**src/rtl/updown_counter_wb_if.sv**
```systemverilog
// Wishbone classic slave bundle for updown_counter_wb.
// The master drives the request side; the slave returns ack and read data.
interface updown_counter_wb_if;
    logic        wbs_stb_i;
    logic        wbs_cyc_i;
    logic        wbs_we_i;
    logic [3:0]  wbs_sel_i;
    logic [31:0] wbs_adr_i;
    logic [31:0] wbs_dat_i;
    logic        wbs_ack_o;
    logic [31:0] wbs_dat_o;

    modport master (
        output wbs_stb_i, wbs_cyc_i, wbs_we_i, wbs_sel_i, wbs_adr_i, wbs_dat_i,
        input  wbs_ack_o, wbs_dat_o
    );

    modport slave (
        input  wbs_stb_i, wbs_cyc_i, wbs_we_i, wbs_sel_i, wbs_adr_i, wbs_dat_i,
        output wbs_ack_o, wbs_dat_o
    );
endinterface

```
**src/rtl/updown_counter_wb.sv**
```systemverilog
// Wishbone-mapped up/down counter with limit, wrap interrupt and optional tick prescaler.
// Define UPDOWN_PRESCALER_EN to enable the 16-bit PRESCALE register at offset 5.
module updown_counter_wb #(
    parameter int          CNT_W    = 16,
    parameter logic [31:0] BASE_ADR = 32'h3000_0000
) (
    input  logic                 wb_clk_i,
    input  logic                 wb_rst_i,
    updown_counter_wb_if.slave   wbs,
    output logic [15:0]          io_out,
    output logic [15:0]          io_oeb,
    output logic [2:0]           user_irq
);
    localparam logic [26:0]      BASE_HI = BASE_ADR[31:5];
    localparam logic [CNT_W-1:0] CNT_ONE = {{(CNT_W-1){1'b0}}, 1'b1};

    localparam logic [2:0] OFF_CTRL     = 3'd0;
    localparam logic [2:0] OFF_LOAD     = 3'd1;
    localparam logic [2:0] OFF_LIMIT    = 3'd2;
    localparam logic [2:0] OFF_STATUS   = 3'd3;
    localparam logic [2:0] OFF_COUNT    = 3'd4;
    localparam logic [2:0] OFF_PRESCALE = 3'd5;

    logic             r_ack;
    logic [31:0]      r_dat;
    logic [2:0]       r_ctrl;
    logic [CNT_W-1:0] r_limit;
    logic [CNT_W-1:0] r_count;
    logic             r_wrap;

    logic             w_req;
    logic             w_wr;
    logic [2:0]       w_off;
    logic [31:0]      w_lane_mask;
    logic [31:0]      w_ctrl_wr;
    logic [31:0]      w_limit_wr;
    logic [31:0]      w_load_wr;
    logic             w_wr_ctrl;
    logic             w_wr_load;
    logic             w_wr_limit;
    logic             w_w1c;
    logic             w_tick;
    logic [31:0]      w_prescale_rd;
    logic [31:0]      w_rd_data;
    logic [CNT_W-1:0] w_count_next;
    logic             w_wrap_set;
    logic [31:0]      w_count32;

    // A request is only accepted while ack is low, so acks can never be back-to-back.
    assign w_req = wbs.wbs_stb_i & wbs.wbs_cyc_i & (wbs.wbs_adr_i[31:5] == BASE_HI) & ~r_ack;
    assign w_wr  = w_req & wbs.wbs_we_i;
    assign w_off = wbs.wbs_adr_i[4:2];

    genvar gi;
    generate
        for (gi = 0; gi < 4; gi++) begin : g_lane
            assign w_lane_mask[gi*8 +: 8] = {8{wbs.wbs_sel_i[gi]}};
        end
    endgenerate

    assign w_ctrl_wr  = (32'(r_ctrl)  & ~w_lane_mask) | (wbs.wbs_dat_i & w_lane_mask);
    assign w_limit_wr = (32'(r_limit) & ~w_lane_mask) | (wbs.wbs_dat_i & w_lane_mask);
    assign w_load_wr  = (32'(r_count) & ~w_lane_mask) | (wbs.wbs_dat_i & w_lane_mask);

    assign w_wr_ctrl  = w_wr && (w_off == OFF_CTRL);
    assign w_wr_load  = w_wr && (w_off == OFF_LOAD);
    assign w_wr_limit = w_wr && (w_off == OFF_LIMIT);
    assign w_w1c      = w_wr && (w_off == OFF_STATUS) && wbs.wbs_sel_i[0] && wbs.wbs_dat_i[0];

`ifdef UPDOWN_PRESCALER_EN
    logic [15:0] r_prescale;
    logic [15:0] r_pcnt;
    logic [31:0] w_prescale_wr;
    logic        w_wr_prescale;

    assign w_prescale_wr = (32'(r_prescale) & ~w_lane_mask) | (wbs.wbs_dat_i & w_lane_mask);
    assign w_wr_prescale = w_wr && (w_off == OFF_PRESCALE);
    assign w_tick        = r_ctrl[0] && (r_pcnt == r_prescale);
    assign w_prescale_rd = 32'(r_prescale);

    always_ff @(posedge wb_clk_i) begin
        if (wb_rst_i) begin
            r_prescale <= '0;
            r_pcnt     <= '0;
        end else begin
            if (w_wr_prescale) begin
                r_prescale <= w_prescale_wr[15:0];
            end
            if (!r_ctrl[0] || w_wr_prescale || w_tick) begin
                r_pcnt <= '0;
            end else begin
                r_pcnt <= r_pcnt + 16'd1;
            end
        end
    end

    logic w_unused_presc;
    assign w_unused_presc = &{1'b0, w_prescale_wr};
`else
    assign w_tick        = r_ctrl[0];
    assign w_prescale_rd = '0;
`endif

    // LOAD beats a tick in the same cycle, and a suppressed tick cannot raise WRAP.
    always_comb begin
        w_count_next = r_count;
        w_wrap_set   = 1'b0;
        if (w_wr_load) begin
            w_count_next = w_load_wr[CNT_W-1:0];
        end else if (w_tick) begin
            if (r_ctrl[1]) begin
                if (r_count < r_limit) begin
                    w_count_next = r_count + CNT_ONE;
                end else begin
                    w_count_next = '0;
                    w_wrap_set   = 1'b1;
                end
            end else begin
                if (r_count != '0) begin
                    w_count_next = r_count - CNT_ONE;
                end else begin
                    w_count_next = r_limit;
                    w_wrap_set   = 1'b1;
                end
            end
        end
    end

    always_comb begin
        w_rd_data = '0;
        case (w_off)
            OFF_CTRL:     w_rd_data = 32'(r_ctrl);
            OFF_LIMIT:    w_rd_data = 32'(r_limit);
            OFF_STATUS:   w_rd_data = 32'(r_wrap);
            OFF_COUNT:    w_rd_data = 32'(r_count);
            OFF_PRESCALE: w_rd_data = w_prescale_rd;
            default:      w_rd_data = '0;
        endcase
    end

    always_ff @(posedge wb_clk_i) begin
        if (wb_rst_i) begin
            r_ack   <= 1'b0;
            r_dat   <= '0;
            r_ctrl  <= '0;
            r_limit <= '1;
            r_count <= '0;
            r_wrap  <= 1'b0;
        end else begin
            r_ack   <= w_req;
            r_dat   <= w_req ? w_rd_data : 32'd0;
            if (w_wr_ctrl) begin
                r_ctrl <= w_ctrl_wr[2:0];
            end
            if (w_wr_limit) begin
                r_limit <= w_limit_wr[CNT_W-1:0];
            end
            r_count <= w_count_next;
            r_wrap  <= w_wrap_set | (r_wrap & ~w_w1c);
        end
    end

    assign wbs.wbs_ack_o = r_ack;
    assign wbs.wbs_dat_o = r_dat;

    assign w_count32 = 32'(r_count);
    assign io_out    = w_count32[15:0];
    assign io_oeb    = '0;
    assign user_irq  = {2'b00, r_wrap & r_ctrl[2]};

    logic w_unused_ok;
    assign w_unused_ok = &{1'b0, wbs.wbs_adr_i[1:0], w_ctrl_wr, w_limit_wr, w_load_wr, w_count32};
endmodule

```
**src/flat_wrapper.sv**
```systemverilog
// flat-port wrapper written by rule: the top's interface ports become plain ports
module updown_counter_wb_flat 
#(
    parameter int          CNT_W    = 16,
    parameter logic [31:0] BASE_ADR = 32'h3000_0000
)
  (wb_clk_i, wb_rst_i, io_out, io_oeb, user_irq, wbs_wbs_stb_i, wbs_wbs_cyc_i, wbs_wbs_we_i, wbs_wbs_sel_i, wbs_wbs_adr_i, wbs_wbs_dat_i, wbs_wbs_ack_o, wbs_wbs_dat_o);
  updown_counter_wb_if wbs_i ();
  input  logic wb_clk_i;
  input  logic wb_rst_i;
  output logic [15:0] io_out;
  output logic [15:0] io_oeb;
  output logic [2:0] user_irq;
  input wire logic [$bits(wbs_i.wbs_stb_i)-1:0] wbs_wbs_stb_i;
  input wire logic [$bits(wbs_i.wbs_cyc_i)-1:0] wbs_wbs_cyc_i;
  input wire logic [$bits(wbs_i.wbs_we_i)-1:0] wbs_wbs_we_i;
  input wire logic [$bits(wbs_i.wbs_sel_i)-1:0] wbs_wbs_sel_i;
  input wire logic [$bits(wbs_i.wbs_adr_i)-1:0] wbs_wbs_adr_i;
  input wire logic [$bits(wbs_i.wbs_dat_i)-1:0] wbs_wbs_dat_i;
  output wire logic [$bits(wbs_i.wbs_ack_o)-1:0] wbs_wbs_ack_o;
  output wire logic [$bits(wbs_i.wbs_dat_o)-1:0] wbs_wbs_dat_o;
  assign wbs_i.wbs_stb_i = wbs_wbs_stb_i;
  assign wbs_i.wbs_cyc_i = wbs_wbs_cyc_i;
  assign wbs_i.wbs_we_i = wbs_wbs_we_i;
  assign wbs_i.wbs_sel_i = wbs_wbs_sel_i;
  assign wbs_i.wbs_adr_i = wbs_wbs_adr_i;
  assign wbs_i.wbs_dat_i = wbs_wbs_dat_i;
  assign wbs_wbs_ack_o = wbs_i.wbs_ack_o;
  assign wbs_wbs_dat_o = wbs_i.wbs_dat_o;
  updown_counter_wb #(.CNT_W(CNT_W), .BASE_ADR(BASE_ADR)) u_core (.wb_clk_i(wb_clk_i), .wb_rst_i(wb_rst_i), .wbs(wbs_i), .io_out(io_out), .io_oeb(io_oeb), .user_irq(user_irq));
endmodule
```
**config.mk**
```make
export PLATFORM = sky130hd
export DESIGN_NAME = updown_counter_wb_flat
export DESIGN_NICKNAME = d
export VERILOG_FILES = /design/src/rtl/updown_counter_wb_if.sv /design/src/rtl/updown_counter_wb.sv /design/src/flat_wrapper.sv
export SDC_FILE = /design/constraint.sdc
export NUM_CORES = 1
export LEC_CHECK = 0
export CAP_MARGIN = 10
export CORE_ASPECT_RATIO = 1.1
export CORE_MARGIN = 10
export CORE_UTILIZATION = 41
export DETAILED_ROUTE_END_ITERATION = 7
export GPL_TIMING_DRIVEN = 1
export PLACE_DENSITY_LB_ADDON = 0.25
export SETUP_SLACK_MARGIN = 0.3
export SLEW_MARGIN = 15
export SYNTH_ARGS = -nofsm -noshare
export SYNTH_HDL_FRONTEND = slang
export SYNTH_SLANG_ARGS = --single-unit
export TNS_END_PERCENT = 5
```
**constraint.sdc**
```tcl
create_clock -name wb_clk_i -period 2.3 [get_ports wb_clk_i]
set_input_delay 0.575 -clock wb_clk_i [delete_from_list [all_inputs] [get_ports wb_clk_i]]
set_output_delay 0.575 -clock wb_clk_i [all_outputs]
set_load 0.02 [all_outputs]
```
==> results of run 1 <==
what timing repair did:
action | 4_1_cts | 5_1_grt
resized for setup | 149 | 28
pin swaps | 23 | 8
buffers inserted | 3 | 7
setup endpoints to repair | 69 | 66
cloned | 1 | 0
cells in the mapped netlist (all sizes together), types with 5 or more instances:
library cell	instances	share of area
and2	5	0.0079
nor2	39	0.038
a21oi	25	0.032
nor3	12	0.018
o221ai	7	0.016
nand2b	5	0.0079
buf	44	0.080
nor4b	7	0.019
o21ai	9	0.011
o31ai	5	0.0095
clkbuf	20	0.019
nand2	44	0.042
xnor2	11	0.024
nand4	8	0.013
a31oi	10	0.016
ha	18	0.057
o211ai	22	0.042
dfxtp	53	0.27
inv	22	0.021
a22oi	19	0.036
xor2	11	0.024
mux2i	9	0.023
nand3	17	0.022
nor4	15	0.035
cells by family (layout without fill, tap and decap cells):
| logic type | Yosys count | in the layout | synth area share |
|---|---|---|---|
| and+or+nand+nor | 176 | 176 | 0.2509 |
| AOI/OAI and AO/OA | 127 | 127 | 0.2283 |
| buffers and inverters | 87 | 200 | 0.1211 |
| DFF | 53 | 53 | 0.2696 |
| xor gates and xnor gates | 22 | 22 | 0.04897 |
| adders and majority gates | 18 | 18 | 0.05723 |
| muxes | 9 | 9 | 0.02289 |
| other | 1 | 34 | 0.0009530 |
per-layer routing:
metal | GRT usage | share of wire | up-vias
li1 | - | - | 2043
met1 | 0.2234 | 0.41 | 2050
met2 | 0.3628 | 0.49 | 178
met3 | 0.05320 | 0.070 | 28
met4 | 0.08571 | 0.022 | 0
met5 | 0 | 0 | -
worst max-delay path, stage by stage (launching register included):
cell	delay [ns]
dfxtp_2	0.35
inv_2	0.05
ha_4	0.27
nand2_4	0.06
nor3_4	0.20
buf_6	0.13
nor4b_4	0.26
buf_4	0.20
nor3b_4	0.05
or3_4	0.38
a21oi_2	0.16
worst paths after layout:
path              startpoint                       to  slack (ns)  depth (start not counted)
setup reg to reg    register            u_core.r_wrap        0.13                         10
hold / removal      register  u_core.wbs.wbs_dat_o[2]        0.52                          2
setup / recovery    register            u_core.r_wrap        0.13                         10
hold reg to reg     register  u_core.wbs.wbs_dat_o[2]        0.52                          2
per-stage QoR:
step | utilization | cells | hold slack [ns]
3_5_place_dp | 0.5611 | 737 | 0.4999
3_3_place_gp | 0.5611 | 737 | 0.4694
5_1_grt | 0.6100 | 756 | 0.5430
4_1_cts | 0.5882 | 749 | 0.5173
2_1_floorplan | - | 526 | 0.4544
6_report | 0.6100 | 756 | 0.5179
power by group through the flow:
stage          registers (mW)  clock network (mW)  logic, mW
6_report                0.915               0.682      0.241
5_1_grt                 0.916               0.721      0.256
4_1_cts                 0.917               0.699      0.235
3_5_place_dp            0.938                   0      0.237
3_3_place_gp            0.938                   0      0.235
2_1_floorplan           0.938                   0      0.140
layout make-up:
| cell class | instances | area [sq um] |
|---|---|---|
| Timing Repair Buffer | 169 | 1479 |
| Fill cell | 891 | 3647 |
| Clock inverter | 1 | 30.03 |
| Inverter | 23 | 86.33 |
| Sequential cell | 53 | 1080 |
| Multi-Input combinational cell | 386 | 2796 |
| Tap cell | 117 | 146.4 |
| Clock buffer | 7 | 86.33 |
==> results_dict.tcl, run 1 <==
set metrics [dict create \
    cts_buffer_depth 2 \
    grt_start_max_net_pins 25 \
    cp-end-kind "register" \
    combPwrFrac 0.131 \
    rsz0062_at_grt "true" \
    die-area_sq_um 13920 \
    p_total_mw 1.838 \
    finalHoldViolations 0 \
    clockRootBuffer "clkbuf_8" \
    synthFlopType "dfxtp_1" \
    cp.required_ns 2.56 \
    cp.arrival_ns 2.43 \
    rows 37 \
    critPathKind "register to register" \
    internal_power_mw 1.371 \
    drc 0 \
    viasPerCell 5.687 \
    clkSlewWorstSetupHoldPaths_ns 0.10 \
    die_x_um 113.4 \
    syn_area_sq_um 3935 \
    cts_tree "yes" \
    htree_levels 2 \
    fin_crit_ns 2.173 \
    clkPwrFrac 0.371 \
    p_per_area_nw_per_um2 322.2 \
    p_seq_frac 0.498 \
    synth.distinct_cells 66 \
    syn_to_final_growth_pct 44.96 \
    switchingPower_mw 0.4671 \
    drt-initial-drc-count 252 \
    critPathMaxFanout 3 \
    pre_cts_slack_ns -0.5213 \
    core-area_sq_um 9351 \
    fmax_mhz 460.2 \
    setup_violations 0 \
    die_y_um 122.8 \
    gp_congestion 0.9694 \
    grt_pass1_wl_um 23030 \
    num_io_pins 141 \
    async_flop_share 0 \
    setup-tns-final_ns 0 \
    hold_class "register to register" \
    worst_slack_ns 0.1273 \
    irDropWorstVdd_uv 212.8 \
    fin_nets 729 \
    cap_viol_max_count 0 \
    ys_ff_latch 53 \
    mostFrequentLayoutCell "buf_4" \
    placed_area_sq_um 5248 \
    grt_pass1_vias 4540 \
    finClkSkew_ns 0.01066 \
    crit_path_start_kind "register" \
    postSynthAreaPerCell_sq_um 7.982 \
    clk_latency_ns 0.32 \
    wirelength_um 14430 \
    cts_hold_buf 0 \
    post-dp-hpwl_um 10900 \
    layout-drive-gt1-share 0.2786 \
    final_cell_mix "74 x buf_4, 52 x clkdlybuf4s50_1, 41 x nand2_1" \
    outcome "completed" \
    grt_use_total 0.2032 \
    yosysWarnings 0 \
    antenna_found_initial 0 \
    finalMaxSlewViolations 0 \
    ys_seq_area_frac 0.2696 \
    synth_enable_flop_cells 0 \
    numCtsBuffers 5 \
    vias 4299 \
    initial_core_util 0.4208 \
    p_sw_frac 0.2542 \
    first_pass_iters 5 \
    fin_crit_sh 0.9447 \
    clkSinkCount 53 \
    antenna_cells 0 \
    syn_inst 493 \
    fin_area_sq_um 5704 \
    routedWlPerCell_um 19.08 \
    power_leakage_nw 2.531 \
    grt-ovfl-total 0 \
    portBuffers 86 \
    final_antenna_net_count 0 \
]
Note: power is estimated with default switching activity, not from simulation.
==> run 2, diff against run 1 <==
--- a/config.mk
+++ b/config.mk
@@ -8,7 +8,7 @@
 export CAP_MARGIN = 10
 export CORE_ASPECT_RATIO = 1.1
 export CORE_MARGIN = 10
-export CORE_UTILIZATION = 41
+export CORE_UTILIZATION = 46
 export DETAILED_ROUTE_END_ITERATION = 7
 export GPL_TIMING_DRIVEN = 1
 export PLACE_DENSITY_LB_ADDON = 0.25
==> constraint.sdc (replaced) <==
create_clock -name wb_clk_i -period 2.45 [get_ports wb_clk_i]
set_input_delay 0.6125 -clock wb_clk_i [delete_from_list [all_inputs] [get_ports wb_clk_i]]
set_output_delay 0.6125 -clock wb_clk_i [all_outputs]
set_load 0.02 [all_outputs]
==> run 2 against run 1 <==
Effect of this change: final cell count fell by 1.6%; power is 12% lower; die area is 9.1% lower; clock-buffer cell count fell by 1; clock power fell by 22%; sequential power decreased by 6.0%; highest routed layer unchanged; hold slack got worse by 0.0043 ns; global-route usage up 1.8 points; critical path type is now input pin to register; worst setup slack better by 0.087 ns; via count up 1.0%; first-iteration DRC count grew 18%; flip-flop and latch count unchanged.
==> results_dict.tcl, run 2 (synthesis results as in run 1) <==
set metrics [dict create \
    outcome "completed" \
    die_y_um 117.0 \
    wirelength_um 14480 \
    combPwrFrac 0.141 \
    cp-end-kind "register" \
    worst_slack_ns 0.2138 \
    cap_viol_max_count 0 \
    p_total_mw 1.621 \
    routedWlPerCell_um 19.46 \
    internal_power_mw 1.181 \
    switchingPower_mw 0.4405 \
    antenna_cells 0 \
    holdPathStages 2 \
    syn_to_final_growth_pct 40.22 \
    finalHoldViolations 0 \
    antenna_found_initial 0 \
    grt_use_total 0.2212 \
    first_pass_iters 5 \
    clockRootBuffer "clkbuf_8" \
    cts_buffer_depth 2 \
    power_leakage_nw 2.458 \
    grt_start_max_net_pins 25 \
    grt_pass1_wl_um 22420 \
    num_io_pins 141 \
    finalMaxSlewViolations 0 \
    hold_class "register to register" \
    fin_crit_sh 0.9127 \
    p_sw_frac 0.2717 \
    initial_core_util 0.4705 \
    pre_cts_slack_ns -0.3651 \
    vias 4342 \
    clkSlewWorstSetupHoldPaths_ns 0.10 \
    fin_nets 723 \
    clk_latency_ns 0.32 \
    portBuffers 86 \
    cts_tree "yes" \
    final_antenna_net_count 0 \
    setup_violations 0 \
    grt_pass1_vias 4499 \
    cp.arrival_ns 2.41 \
    clkSinkCount 53 \
    final_cell_mix "72 x buf_4, 55 x clkdlybuf4s50_1, 49 x dfxtp_1" \
    grt-ovfl-total 0 \
    rsz0062_at_grt "true" \
    mostFrequentLayoutCell "buf_4" \
    layout-drive-gt1-share 0.2480 \
    fin_area_sq_um 5518 \
    critPathKind "input pin to register" \
    finClkSkew_ns 0.01680 \
    rows 35 \
    clkPwrFrac 0.329 \
    setup-tns-final_ns 0 \
    placed_area_sq_um 5157 \
    irDropWorstVdd_uv 199.3 \
    post-dp-hpwl_um 10890 \
    gp_congestion 0.9965 \
    die-area_sq_um 12660 \
    min_to "u_core.wbs.wbs_dat_o[2]" \
    cp.required_ns 2.62 \
    p_per_area_nw_per_um2 293.8 \
    htree_levels 2 \
    p_seq_frac 0.530 \
    fmax_mhz 447.2 \
    rrSetupSlack_ns 0.28 \
    core-area_sq_um 8364 \
    critPathMaxFanout 8 \
    drc 0 \
    viasPerCell 5.836 \
    fill_cells 718 \
    drt-initial-drc-count 297 \
    crit_path_start_kind "input pin" \
    reg2regPathDepth 6 \
    die_x_um 108.2 \
    fin_crit_ns 2.236 \
    numCtsBuffers 5 \
]
==> run 2: changes by cell type in the layout (fill, tap and decap cells not counted), moves of 4 or more <==
cell / change
clkbuf_2: +19
buf_6: -6
buf_2: -15
ha_4: -4
dfxtp_2: -9
dfxtp_1: +9
==> run 2: per-layer routing <==
metal	up-vias	global-route usage	share of wire
met3	37	0.04436	0.069
li1	2028	-	-
met2	198	0.3824	0.48
met1	2079	0.2579	0.41
met4	0	0.09804	0.039
met5	-	0	0
==> run 2: worst max path at each step <==
stage	start	to	cells after the start
final	wbs_wbs_adr_i[19]	register	9
after global routing	wbs_wbs_adr_i[19]	register	9
after CTS	register	register	6
after global placement	wbs_wbs_adr_i[14]	register	7
after floorplan	wbs_wbs_adr_i[10]	register	6
after detailed placement	wbs_wbs_adr_i[6]	register	8
==> run 2: cell type report <==
type | instances | area (sq um) | share of cell area
timing repair buffer | 163 | 1394 | 0.2526
inverter | 23 | 86.33 | 0.01565
clock inverter | 2 | 13.76 | 0.002494
tap | 111 | 138.9 | 0.02517
multi-input combinational | 386 | 2734 | 0.4955
clock buffer | 6 | 82.58 | 0.01497
sequential | 53 | 1069 | 0.1936
==> run 2: timing repair <==
| item | 4_1_cts | 5_1_grt |
|---|---|---|
| hold buffers | 0 | 0 |
| setup endpoints to repair | 55 | 53 |
| endpoints found under the hold margin | 0 | 0 |
| setup buffers | 5 | 9 |
| gates resized for setup | 69 | 64 |
| cloned | 1 | 1 |
| pin swaps | 22 | 18 |
==> run 2: power groups by stage <==
stage	Clock [mW]	Sequential [mW]	Combinational [mW]
after floorplan	0	0.881	0.132
after global placement	0	0.881	0.219
after detailed placement	0	0.881	0.222
after CTS	0.551	0.861	0.220
after global routing	0.583	0.860	0.244
final	0.534	0.860	0.228
==> run 2: critical path: stages <==
cell and delay (ns):
clkdlybuf4s15_1 0.24, nor4_4 0.20, nand2_1 0.13, or3_4 0.42, buf_6 0.13, nor4_4 0.25, buf_4 0.19, clkbuf_16 0.16
o211ai_1 0.08
==> run 2: per-stage QoR <==
step,hold slack (ns),utilization,instances
2_1_floorplan,0.4544,-,526
3_3_place_gp,0.4829,0.6166,720
3_5_place_dp,0.4977,0.6166,720
4_1_cts,0.5224,0.6462,734
5_1_grt,0.5452,0.6597,744
6_report,0.5136,0.6597,744
==> run 3, diff against run 2 <==
--- a/config.mk
+++ b/config.mk
@@ -5,6 +5,7 @@
 export SDC_FILE = /design/constraint.sdc
 export NUM_CORES = 1
 export LEC_CHECK = 0
+export ABC_CLOCK_PERIOD_IN_PS = 2450
 export CAP_MARGIN = 10
 export CORE_ASPECT_RATIO = 1.1
 export CORE_MARGIN = 10
==> constraint.sdc (replaced) <==
create_clock -name wb_clk_i -period 2.45 [get_ports wb_clk_i]
set_input_delay 0.3675 -clock wb_clk_i [delete_from_list [all_inputs] [get_ports wb_clk_i]]
set_output_delay 0.3675 -clock wb_clk_i [all_outputs]
set_load 0.02 [all_outputs]
==> run 3 against run 2 <==
Effect of this change: wire length is 3.3% lower; largest power group unchanged; via count shrank 3.2%; die area stayed put; clock-buffer cell count decreased by 1; critical path depth unchanged; global-route usage down 0.87 points; fmax grew 0.35%; sequential share of layout area up 0.19 points; hold slack worse by 0.0022 ns.
==> results_dict.tcl, run 3 (synthesis results as in run 1) <==
set metrics [dict create \
    slowest_stage "clkdlybuf4s50_1" \
    min_from "u_core.r_wrap" \
    crit_path_start_kind "input pin" \
    first_pass_iters 4 \
    power_leakage_nw 2.434 \
    grt_use_total 0.2125 \
    cp.required_ns 2.69 \
    cts_buffer_depth 2 \
    cpPeakStageDelay_ns 0.49 \
    clkSinkCount 53 \
    drt-initial-drc-count 255 \
    layout-drive-gt1-share 0.1864 \
    fin_hold_ws_ns 0.5114 \
    cp.arrival_ns 2.47 \
    worst_slack_ns 0.2215 \
    initial_core_util 0.4705 \
    grt_pass1_wl_um 21430 \
    reg2regPathDepth 6 \
    outcome "completed" \
    fin_crit_ns 2.228 \
    viasPerCell 5.772 \
    p_sw_frac 0.2750 \
    internal_power_mw 1.164 \
    numCtsBuffers 5 \
    final_antenna_net_count 0 \
    crit_family "simple AND/OR/NAND/NOR gates" \
    finalHoldViolations 0 \
    cts_tree "yes" \
    final_cell_mix "73 x clkdlybuf4s50_1, 56 x buf_4, 48 x dfxtp_1" \
    clockRootBuffer "clkbuf_8" \
    switchingPower_mw 0.4417 \
    cap_viol_max_count 0 \
    worstPathCellList "clkdlybuf4s50_1, nor4b_2, nand4_1, or3_4, buf_4, nor4_4, buf_12, nand2_1, o211ai_1" \
    fin_util 0.6525 \
    grt_pass1_vias 4317 \
    cp-end-kind "register" \
    rrSetupSlack_ns 0.27 \
    critPathBufInv 3 \
    wirelength_um 14010 \
    die-area_sq_um 12660 \
    drc 0 \
    fin_crit_sh 0.9096 \
    setup-tns-final_ns 0 \
    portBuffers 86 \
    critPathKind "input pin to register" \
    rsz0062_at_grt "true" \
    mostFrequentLayoutCell "clkdlybuf4s50_1" \
    irDropWorstVdd_uv 180.7 \
    num_io_pins 141 \
    p_per_area_nw_per_um2 294.2 \
    clkSlewWorstSetupHoldPaths_ns 0.10 \
    combPwrFrac 0.147 \
    syn_to_final_growth_pct 38.70 \
    crit_path_start "wbs_wbs_adr_i[10]" \
    holdPathStages 2 \
    setup_violations 0 \
    post-dp-hpwl_um 10790 \
    die_x_um 108.2 \
    routedWlPerCell_um 19.24 \
    hold_class "register to register" \
    gp_congestion 0.9756 \
    grt-ovfl-total 0 \
    finalMaxSlewViolations 0 \
    htree_levels 2 \
    finClkSkew_ns 0.007842 \
    antenna_found_initial 0 \
    clk_latency_ns 0.32 \
    clkPwrFrac 0.317 \
    antenna_cells 0 \
    grt_start_max_net_pins 25 \
    fin_nets 707 \
    fmax_mhz 448.7 \
    p_total_mw 1.606 \
    pre_cts_slack_ns -0.2012 \
    critPathMaxFanout 16 \
    core-area_sq_um 8364 \
    min_to "u_core.r_wrap" \
    die_y_um 117.0 \
    p_seq_frac 0.536 \
    rows 35 \
    vias 4202 \
]
-- run 3: layout make-up --
type | count | area, sq um
clock buffer | 5 | 68.82
clock inverter | 3 | 17.52
fill | 743 | 2907
inverter | 23 | 86.33
multi-input combinational | 386 | 2698
sequential | 53 | 1067
tap | 111 | 138.9
timing repair buffer | 147 | 1381
-- run 3: worst register-to-register path: stages, from the launching register on --
cell and delay (ns):
dfxtp_2 0.40, or4_4 0.57, or3_4 0.36, o311ai_2 0.26
o41ai_1 0.14, a311oi_1 0.25, a21oi_1 0.09
-- run 3: what timing repair did --
| item | CTS | global route |
|---|---|---|
| pin swaps | 3 | 20 |
| gates cloned | 0 | 1 |
| endpoints found under the setup margin | 19 | 51 |
| hold buffers | 0 | 0 |
| buffers inserted | 2 | 0 |
| gates resized for setup | 11 | 39 |
-- run 3: metrics by stage --
step           cell area [sq um]  instances
2_1_floorplan               4065        526
3_3_place_gp                5135        717
3_5_place_dp                5135        717
5_1_grt                     5458        728
6_report                    5458        728
4_1_cts                     5294        727
-- run 3: worst max-delay path by stage --
| stage | cells after the start | end | slack [ns] |
|---|---|---|---|
| final | 9 | register | 0.22 |
| after global routing | 9 | register | 0.13 |
| after CTS | 8 | register | 0.23 |
| after detailed placement | 7 | register | -0.20 |
| after global placement | 7 | register | -0.15 |
| after floorplan | 7 | register | 0.26 |
-- run 3: per-layer routing --
layer  up-vias  wire (um)  global-route usage
met5         -          0                   0
met4         0        235             0.05971
met3        19       1092             0.04545
met2       159       7082              0.3861
met1      2031       5594              0.2435
li1       1993          -                   -
-- run 3: power by group through the flow --
stage	registers, mW	clock network [mW]	logic, mW
6_report	0.861	0.509	0.236
5_1_grt	0.861	0.553	0.250
4_1_cts	0.861	0.524	0.226
3_5_place_dp	0.881	0	0.220
3_3_place_gp	0.881	0	0.217
2_1_floorplan	0.881	0	0.132
